**src/rtl/input_debouncer.sv**
```systemverilog
// Debouncer for an asynchronous level input: synchronizer chain, mismatch
// counter FSM, registered level output with one-cycle rise/fall pulses.
module input_debouncer #(
    parameter int SYNC_STAGES     = 2,
    parameter int DEBOUNCE_CYCLES = 4
) (
    input  logic clk,
    input  logic reset_n,
    input  logic din,
    input  logic enable,
    output logic dout,
    output logic rise,
    output logic fall,
    output logic busy
);

    localparam int CW = $clog2(DEBOUNCE_CYCLES + 1);
    // Counter value on the edge before the one that accepts the new level
    localparam logic [CW-1:0] CNT_LAST = CW'(DEBOUNCE_CYCLES - 1);

    typedef enum logic {
        STABLE,
        COUNT
    } state_t;

    state_t            state, state_next;
    logic [CW-1:0]     cnt, cnt_next;
    logic              dout_next;
    logic [SYNC_STAGES-1:0] sync;
    logic              s;

    assign s    = sync[SYNC_STAGES-1];
    assign busy = (state == COUNT);

    always_ff @(posedge clk or negedge reset_n) begin
        if (!reset_n) begin
            sync <= '0;
        end else begin
            sync <= {sync[SYNC_STAGES-2:0], din};
        end
    end

    always_ff @(posedge clk or negedge reset_n) begin
        if (!reset_n) begin
            state <= STABLE;
            cnt   <= '0;
            dout  <= 1'b0;
            rise  <= 1'b0;
            fall  <= 1'b0;
        end else begin
            state <= state_next;
            cnt   <= cnt_next;
            dout  <= dout_next;
            rise  <= dout_next & ~dout;
            fall  <= ~dout_next & dout;
        end
    end

    always_comb begin
        state_next = state;
        cnt_next   = cnt;
        dout_next  = dout;
        if (!enable) begin
            state_next = STABLE;
            cnt_next   = '0;
        end else begin
            case (state)
                STABLE: begin
                    if (s != dout) begin
                        if (DEBOUNCE_CYCLES == 1) begin
                            dout_next = s;
                        end else begin
                            state_next = COUNT;
                            cnt_next   = CW'(1);
                        end
                    end
                end
                COUNT: begin
                    if (s == dout) begin
                        state_next = STABLE;
                        cnt_next   = '0;
                    end else if (cnt == CNT_LAST) begin
                        dout_next  = s;
                        state_next = STABLE;
                        cnt_next   = '0;
                    end else begin
                        cnt_next = cnt + CW'(1);
                    end
                end
                default: begin
                    state_next = STABLE;
                    cnt_next   = '0;
                end
            endcase
        end
    end

endmodule

```
**config.mk**
```make
export PLATFORM = sky130hd
export DESIGN_NAME = input_debouncer
export DESIGN_NICKNAME = d
export VERILOG_FILES = /design/src/rtl/input_debouncer.sv
export SDC_FILE = /design/constraint.sdc
export NUM_CORES = 1
export LEC_CHECK = 0
export CORE_AREA = 2 2 39 41
export DETAILED_ROUTE_END_ITERATION = 7
export DIE_AREA = 0 0 41 43
export GPL_ROUTABILITY_DRIVEN = 0
export PLACE_DENSITY_LB_ADDON = 0.1
export SLEW_MARGIN = 5
export SYNTH_ARGS = -nofsm -noshare
export SYNTH_HDL_FRONTEND = slang
export SYNTH_SLANG_ARGS = --single-unit
export TNS_END_PERCENT = 5
```
**constraint.sdc**
```tcl
create_clock -name clk -period 1.81 [get_ports clk]
set_input_delay 0.543 -clock clk [delete_from_list [all_inputs] [get_ports clk]]
set_output_delay 0.543 -clock clk [all_outputs]
set_load 0.02 [all_outputs]
```
Word level (Yosys, flattened, before mapping)
Cells that the tools add are included.

storage, ports and cells
  input bits = 4
  word-level logic and storage cells = 30
  register bits after elaboration = 9

cells by class
  bitwise gates (word level) = 5
  equality and inequality tests = 4
  add/sub/neg operators = 1
  muxes and demuxes = 14

operators with widths
  operator                                              number
  2-to-1 mux 3 bit                                      4
  2-to-1 mux 1 bit                                      8
  one-hot mux 3 bit (2 select lines)                    1
  adder 3 x 1 -> 3 bit (second input constant)          1
  equality test 3 x 2 -> 1 bit (second input constant)  1
  != test 3 bit (second input constant)                 1
  inverter 1 bit                                        3
  AND 1 bit                                             2
  one-hot mux 1 bit (2 select lines)                    1
  equality test 1 bit                                   1
  != test 1 bit                                         1

Logic depth before layout (Yosys ltp)
Gate-level depths: netlist (run 1).

  word-level depth = 7
  depth in mapped cells = 3

Worst setup path before layout (run 1)
OpenSTA, ideal clock, no wires.

  path kind = register to register
  start = register state (netlist: busy)
  end = register dout
  required time = 1.685 ns
  clock period less this slack = 1.135 ns
  library setup time = 0.125 ns
  stages on the path, launching flop included = 3
  arrival = 1.010 ns
  setup slack = 0.675 ns
  cell sequence = dfrtp_1 nand4b_2 mux2_4

on the way
  longest elaborated chain between the ends = 2

ends and longest elaborated chain
  what                    line  text
  from (decl)             26    state_t state, state_next;
  from (signal assigned)  51    state <= state_next;
  2-to-1 mux 1 bit        67    case (state)
  2-to-1 mux 1 bit        63    if (!enable) begin
  via dout_next           28    logic dout_next;
  to (signal assigned)    53    dout <= dout_next;
  to (decl)               11    output logic dout,

The timed path passes the listed nets, and every way through them passes these cells.
A chain may end at the register's enable or synchronous reset.

Worst setup path after layout (run 1)
  start = register state (netlist: busy)
  end = output busy

RTL lines
  what       line  text
  to (decl)  14    output logic busy

No word-level cell between the ends.

==> key figures, run 1 <==
Yosys
  • Number of library cell types mapped by synthesis: 14
  • Top post-synthesis cells by count: dfrtp_1 (9), nand3b_1 (3), mux2i_1 (2), nor3b_1 (2)
  • Register area share after synthesis: 59.4%
  • Syn Area/Cell: 14.6 um2
  • Ys Warns: 0
  • Post-Synthesis Net Count: 31
  • Post-synth EDFFs: 0
  • Top cells by area, synth: dfrtp_1 (59%), nand3b_1 (5.9%), mux2i_1 (5.3%), mux2_4 (4.0%), nand4b_2 (4.0%)
  • Cell area after synthesis: 379 um2
  • Mapped Cells: 26
  • Most common cell in the netlist: dfrtp_1
  • Most common flop cell mapped by yosys: dfrtp_1
  • Largest area contributor in the netlist: dfrtp_1
  • Top-area cell type share of the netlist area: ~59%
  • Yosys reg bits: 9
  • Asr flop ratio synth: 100%

Route
  • Drt initial violations: 3
  • Antenna Nets Post-Route: 0
  • Total wire length: 679 um
  • Vias: 261
  • Routed vias/inst: between 4 and 5
  • DRC viols: 0
  • Drt first pass iters: 2
  • Routed WL per cell: 12.1 um

CTS
  • CTS Buf Count: 3
  • Clk_lat worst skew: 0.26 ns
  • Root Buffer: clkbuf_4
  • Worst-path clk slew: 0.06 ns
  • Hold Buf Count CTS: 0
  • Longest Clk Path Bufs: 2
  • CTS Sinks: 9
  • CTS tree: built
  • # H-tree levels: 1

Timing
  • Setup TNS: 0 ns
  • # setup viols final: 0
  • RSZ-0062 raised after global routing: false
  • Layout Skew: roughly 0.0022 ns
  • Worst rel slew slack: 72.3%
  • Setup slack after layout: 0.0764 ns
  • Final max-slew violation count: 0
  • Actual slew at the worst max-slew pin: 0.414 ns
  • Fin. Hold Viols: 0
  • Final period util: 95.8%
  • Fmax: a little under 600 MHz
  • Min cycle time layout: 1.73 ns

Worst setup path
  • Crit end category: output port
  • Family with the most delay on the worst path: buffers and inverters
  • CP max FO: 2
  • FF-to-FF Start: cnt[0]
  • Critical Path RT: 1.27 ns
  • CP startpoint: busy
  • Slowest stage delay, CP: 0.60 ns
  • CP Data Arrival Time: 1.19 ns
  • CP startpoint kind: flip-flop
  • Crit Path Class: reg -> out
  • CP max-delay cell: clkdlybuf4s50_1
  • CP bufs+invs: 1
  • Worst path cell trace: clkdlybuf4s50_1

Final layout
  • Nets: 46
  • Final Instance Count excl. Fillers: 56
  • ANT cells: 0
  • # fillers: ~140
  • Layout cells sized above 1: 22.5%
  • Area grow syn2layout: 37.3%

Placed design
  • Port bufs: 7
  • HPWL after DPL: 499 um
  • Dpl ws: 0.154 ns
  • Placed cell count: 52

GRT
  • Tot GR Track Use: 10.2%
  • Grt ovf: 0
  • Largest net degree at the start of global routing: 10
  • First-pass GRT wire length: around 1.1 mm
  • Antenna violations before repair: 0
  • Vias in the first global route: between 200 and 300

Floorplan
  • IO Pins: 8
  • Core box area: 0.00138 mm2
  • Starting density of the core: 27.4%
  • Number of cell rows: 14
  • Die Span Y: 43 um
  • Die ar.: 0.00176 mm2
  • Die X: 41 um

Pwr
  • P_leak: 0.260 nW
  • PD cells: 775 mW/mm2
  • Worst vdd ir: 0.274 mV

Outcome
  • Status: finished, final reports clean

Min path
  • Min-Delay Path Class: reg -> reg
  • Hold path start: sync[0]

Job
  • Max Cap Violations: 0
[routing by layer]
layer | GRT usage [%] | share of wire, % | vias up
met5 | 0 | 0 | -
li1 | - | - | 126
met1 | 11.0 | 45 | 127
met3 | 4.71 | 4.3 | 2
met4 | 8.00 | 0.88 | 0
met2 | 14.4 | 49 | 6
[through the flow]
stage	hold WS, ns	utilization (%)	cell area (um2)	total power [mW]
after floorplan	0.247	-	379	0.231
after detailed placement	0.338	35.5	492	0.254
after global placement	0.342	35.5	492	0.253
after CTS	0.357	37.4	518	0.410
after global routing	0.360	37.6	520	0.427
final	0.355	37.6	520	0.404
[final cells by class]
class	count	area (um2)	share of cell area, %
sequential	9	225	43.3
multi-input combinational	17	154	29.6
timing repair buffer	10	95.1	18.3
clock buffer	4	26.3	5.05
tap	16	20.0	3.85
[cells in the final DEF (no fill, tap or decap), types with 2 or more instances in the layout]
cell	synthesis	final
nand3b_1	3	3
mux2i_1	2	2
buf_4	0	3
clkbuf_4	0	3
dfrtp_1	9	9
clkdlybuf4s50_1	0	6
nor3b_1	2	2
[cell families after synthesis]
logic type | count (synthesis) | synth area share [%]
compound gates | 1 | 2.97
xor+xnor | 2 | 4.62
fa+ha+maj | 1 | 3.30
flops | 9 | 59.4
mux | 3 | 9.24
simple gates | 10 | 20.5
[sequential cells by signal, indices dropped and copies added (netlist names)]
register  cells
busy          1
cnt           3
sync          2
rise          1
dout          1
fall          1
[final timing paths]
kind                           end  slack [ns]  cells past startpoint
max                           busy        0.08                      1
max in group asynchronous   cnt[0]        0.94                      1
min in group asynchronous     rise        0.58                      1
min                        sync[1]        0.36                      0
min reg2reg                sync[1]        0.36                      0
max reg2reg                   dout        0.61                      3
[power breakdown]
part           switching (mW)  leakage [nW]  internal (mW)
clock                  0.0693        0.0150         0.0849
combinational          0.0170         0.126         0.0204
sequential            0.00467         0.119          0.207
[repair_timing]
| item | CTS | global route |
|---|---|---|
| setup endpoints to repair | 0 | 1 |
| resized for setup | 0 | 1 |
| hold endpoints to repair | 0 | 0 |
| setup buffers | 0 | 0 |
(Power assumes the default switching activity.)
==> run 2, diff against run 1 <==
--- a/config.mk
+++ b/config.mk
@@ -10,6 +10,8 @@
 export DIE_AREA = 0 0 41 43
 export GPL_ROUTABILITY_DRIVEN = 0
 export PLACE_DENSITY_LB_ADDON = 0.1
+export RECOVER_POWER = 100
+export SETUP_SLACK_MARGIN = 0.2
 export SLEW_MARGIN = 5
 export SYNTH_ARGS = -nofsm -noshare
 export SYNTH_HDL_FRONTEND = slang
==> key figures, run 2 (synthesis results as in run 1) <==
Outcome
  • Status: finished, final reports clean

Worst setup path
  • Crit Path Class: reg -> out
  • CP startpoint kind: flip-flop
  • Reg2reg end: dout
  • CP Data Arrival Time: 1.17 ns
  • CP max FO: 1
  • Reg2reg path depth: 3
  • Slowest stage delay, CP: 0.60 ns
  • Reg2Reg Setup Slack: 0.60 ns
  • FF-to-FF Start: cnt[0]
  • Critical Path RT: 1.27 ns
  • Crit end category: output port
  • Family with the most delay on the worst path: buffers and inverters
  • CP bufs+invs: 1
  • CP max-delay cell: clkdlybuf4s50_1
  • Worst path cell trace: clkdlybuf4s50_1
  • CP startpoint: fall

Route
  • Antenna Nets Post-Route: 0
  • Vias: about 260
  • Total wire length: around 660 um
  • Routed WL per cell: 11.7 um
  • Drt first pass iters: 2
  • Drt initial violations: 3
  • Routed vias/inst: roughly 4.7
  • DRC viols: 0

Floorplan
  • Core box area: between 0.001 and 0.0015 mm2
  • Die Span Y: roughly 43 um
  • IO Pins: 8
  • Die ar.: around 0.0018 mm2
  • Die X: 41 um
  • Number of cell rows: 14
  • Starting density of the core: 27.4%

CTS
  • CTS Buf Count: 3
  • Worst-path clk slew: 0.06 ns
  • CTS Sinks: 9
  • Hold Buf Count CTS: 0
  • Longest Clk Path Bufs: 2
  • # H-tree levels: 1
  • CTS tree: built
  • Clk_lat worst skew: 0.26 ns
  • Root Buffer: clkbuf_4

GRT
  • Largest net degree at the start of global routing: 10
  • Tot GR Track Use: 10.2%
  • Grt ovf: 0
  • Vias in the first global route: approximately 280
  • First-pass GRT wire length: 1.12 mm
  • Antenna violations before repair: 0

Timing
  • Setup TNS: 0 ns
  • Worst rel slew slack: between 70% and 80%
  • RSZ-0062 raised after global routing: true
  • Final period util: 94.9%
  • Fmax: 582 MHz
  • Final max-slew violation count: 0
  • Actual slew at the worst max-slew pin: 0.412 ns
  • Min cycle time layout: 1.72 ns
  • Setup slack after layout: about 0.092 ns
  • Fin. Hold Viols: 0
  • # setup viols final: 0
  • Layout Skew: between 0.002 and 0.0025 ns

Final layout
  • Most common library cell in the layout ignoring fill and taps: dfrtp_1
  • Layout cells sized above 1: 17.5%
  • # fillers: 149
  • Commonest cells after routing, fill and taps aside: dfrtp_1 (9), nand3b_1 (3), clkbuf_4 (3), clkbuf_1 (3), dlygate4sd3_1 (3)
  • Largest registers: cnt: 3 flops, sync: 2 flops
  • Nets: 46
  • Final Instance Count excl. Fillers: between 50 and 60
  • Largest register FFs: 3
  • Most flops, register: cnt
  • ANT cells: 0
  • Area grow syn2layout: 32.7%

Min path
  • Min-Delay Path Class: reg -> reg
  • Hold path start: sync[0]
  • WHS Endpoint: sync[1]
  • Hold Crit Depth: 0

Job
  • Max Cap Violations: 0

Placed design
  • Placed cell count: 52
  • Dpl ws: 0.154 ns
  • HPWL after DPL: 499 um
  • Port bufs: 7

Pwr
  • PD cells: around 790 mW/mm2
  • Worst vdd ir: 0.275 mV
  • P_leak: 0.238 nW
## run 2: area by class of cell
type                            count  area (um2)  area share [%]
Clock buffer                        4        26.3            5.22
Sequential cell                     9         225            44.8
Timing Repair Buffer               10        81.3            16.2
Tap cell                           16        20.0            3.98
Multi-Input combinational cell     17         150            29.9
## run 2: worst max path at each step
stage | end | slack [ns] | depth (start not counted)
3_3_place_gp | dout | 0.16 | 3
4_1_cts | busy | 0.06 | 1
2_1_floorplan | dout | 0.67 | 2
3_5_place_dp | dout | 0.15 | 3
6_report | fall | 0.09 | 1
5_1_grt | fall | 0.05 | 1
## run 2: per-layer routing
layer | routed length (um) | global-route usage (%) | up-vias
met5 | 0 | 0 | -
met4 | 6 | 8.00 | 0
met3 | 31 | 4.71 | 2
met2 | 322 | 14.4 | 6
met1 | 294 | 11.0 | 127
li1 | - | - | 126
## run 2: per-stage QoR
step,power [mW],hold slack [ns],instance area [um2],util [%]
floorplan,0.231,0.247,379,-
global placement,0.253,0.342,492,35.5
detailed placement,0.254,0.338,492,35.5
CTS,0.410,0.357,517,37.3
global route,0.423,0.360,503,36.3
finish,0.399,0.355,503,36.3
## run 2: what timing repair did
action	in CTS	in global routing
gates resized for setup	1	1
hold endpoints to repair	0	0
buffers inserted	0	0
endpoints found under the setup margin	4	3
## run 2: worst register-to-register path: cells and delay by family, from the launching register on
family | cells | cell delay, ns
AND/OR/NAND/NOR | 1 | 0.13
adder cells (fa/ha/maj) | 1 | 0.24
multiplexers | 1 | 0.33
flip-flops | 1 | 0.40
## run 2: power by group
| group | switching, mW | internal (mW) |
|---|---|---|
| logic | 0.0168 | 0.0159 |
| clock network | 0.0691 | 0.0849 |
| registers | 0.00456 | 0.207 |
==> run 3, diff against run 2 <==
==> constraint.sdc (replaced) <==
create_clock -name clk -period 1.4 [get_ports clk]
set_input_delay 0.42 -clock clk [delete_from_list [all_inputs] [get_ports clk]]
set_output_delay 0.42 -clock clk [all_outputs]
set_load 0.02 [all_outputs]
==> key figures, run 3 (synthesis results as in run 1) <==
Min path
  • Hold Crit Depth: 0
  • Min-Delay Path Class: reg -> reg
  • WHS Endpoint: sync[1]
  • Hold path start: sync[0]

Pwr
  • P_leak: approximately 0.24 nW
  • Reg power frac: 53.6%
  • Psw: 112 uW
  • Comb power frac: ~8.5%
  • PD cells: 1030 mW/mm2
  • Worst vdd ir: 0.418 mV
  • Power share of the clock group: 37.9%
  • Int Power: around 400 uW
  • Switch share: 22.0%

Timing
  • Setup slack after layout: 0.155 ns
  • Worst hold slack: 0.352 ns
  • Fmax: 803 MHz
  • Actual slew at the worst max-slew pin: roughly 0.4 ns
  • Final max-slew violation count: 0
  • RSZ-0062 raised after global routing: true
  • Worst rel slew slack: 73.6%
  • Setup TNS: 0 ns
  • Min cycle time layout: 1.24 ns
  • Fin. Hold Viols: 0
  • Final period util: 88.9%
  • Layout Skew: between 0.001 and 0.0015 ns
  • # setup viols final: 0

Worst setup path
  • CP max-delay cell: dfrtp_1
  • Critical Path RT: 0.98 ns
  • Crit Path Class: reg -> out
  • Crit end category: output port
  • CP startpoint kind: flip-flop
  • CP startpoint: busy
  • Family with the most delay on the worst path: flip-flops
  • Reg2reg path depth: 3
  • Reg2reg end: dout
  • FF-to-FF Start: cnt[0]
  • CP Data Arrival Time: between 0.8 and 0.9 ns
  • CP bufs+invs: 1
  • CP max FO: 2
  • Slowest stage delay, CP: 0.34 ns
  • Worst path cell trace: clkbuf_1
  • Reg2Reg Setup Slack: 0.18 ns

Route
  • Vias: 245
  • Antenna Nets Post-Route: 0
  • Routed vias/inst: 4.38
  • Drt initial violations: 1
  • Total wire length: 616 um
  • Drt first pass iters: 2
  • Routed WL per cell: 11.0 um
  • DRC viols: 0

Placed design
  • Placed cell areas: 492 um2
  • Dpl ws: -0.124 ns
  • Port bufs: 7

GRT
  • Antenna violations before repair: 0
  • Largest net degree at the start of global routing: 10
  • Grt ovf: 0
  • First-pass GRT wire length: 1.03 mm
  • Vias in the first global route: 266
  • Tot GR Track Use: a little under a tenth

Final layout
  • Most common library cell in the layout ignoring fill and taps: dfrtp_1
  • Most flops, register: cnt
  • Largest registers: cnt: 3 flops, sync: 2 flops
  • ANT cells: 0
  • Nets: 46
  • Layout cells sized above 1: 17.5%
  • Largest register FFs: 3
  • Area grow syn2layout: 31.0%
  • Final instance area: 497 um2
  • Commonest cells after routing, fill and taps aside: dfrtp_1 (9), clkbuf_1 (6), nand3b_1 (3), clkbuf_4 (3)

Outcome
  • Status: finished, final reports clean

Job
  • Max Cap Violations: 0

Floorplan
  • Die ar.: 0.00176 mm2
  • Core box area: 0.00138 mm2
  • Starting density of the core: 27.4%
  • Die X: 41 um
  • IO Pins: 8
  • Number of cell rows: 14
  • Die Span Y: 43 um

CTS
  • CTS Buf Count: 3
  • CTS tree: built
  • Root Buffer: clkbuf_4
  • Longest Clk Path Bufs: 2
  • # H-tree levels: 1
  • Worst-path clk slew: 0.06 ns
  • Hold Buf Count CTS: 0
  • Clk_lat worst skew: around 0.25 ns
  • CTS Sinks: 9
-- run 3: layout make-up --
type,count,area [um2]
clock buffers,4,26.3
well taps,16,20.0
fillers,156,887
repair buffers,10,66.3
multi-input cells,17,159
flip-flops and latches,9,225
-- run 3: metrics by stage --
step	cells	power (mW)	utilization [%]
after floorplan	26	0.298	-
after global placement	52	0.327	35.5
after detailed placement	52	0.328	35.5
after CTS	56	0.522	36.4
after global routing	56	0.535	35.9
final	56	0.511	35.9
-- run 3: repair_timing --
| item | in CTS | in global routing |
|---|---|---|
| setup endpoints to repair | 5 | 8 |
| gates resized for setup | 15 | 6 |
| setup buffers | 0 | 0 |
-- run 3: how the worst max path moves through the flow --
stage | end | depth (start not counted)
finish | busy | 1
global route | busy | 1
global placement | dout | 3
floorplan | dout | 2
detailed placement | dout | 3
CTS | fall | 1
-- run 3: power by group through the flow --
stage	logic (mW)	registers [mW]	clock network, mW
floorplan	0.0150	0.283	0
global route	0.0478	0.275	0.212
finish	0.0434	0.274	0.194
global placement	0.0482	0.279	0
CTS	0.0469	0.274	0.201
detailed placement	0.0489	0.279	0
-- run 3: metal layers --
layer	up-vias	GRT usage (%)	share of wire (%)
met5	-	0	0
met4	0	8.00	0
met3	0	1.57	6.0
met2	6	12.2	48
met1	116	11.8	45
li1	123	-	-
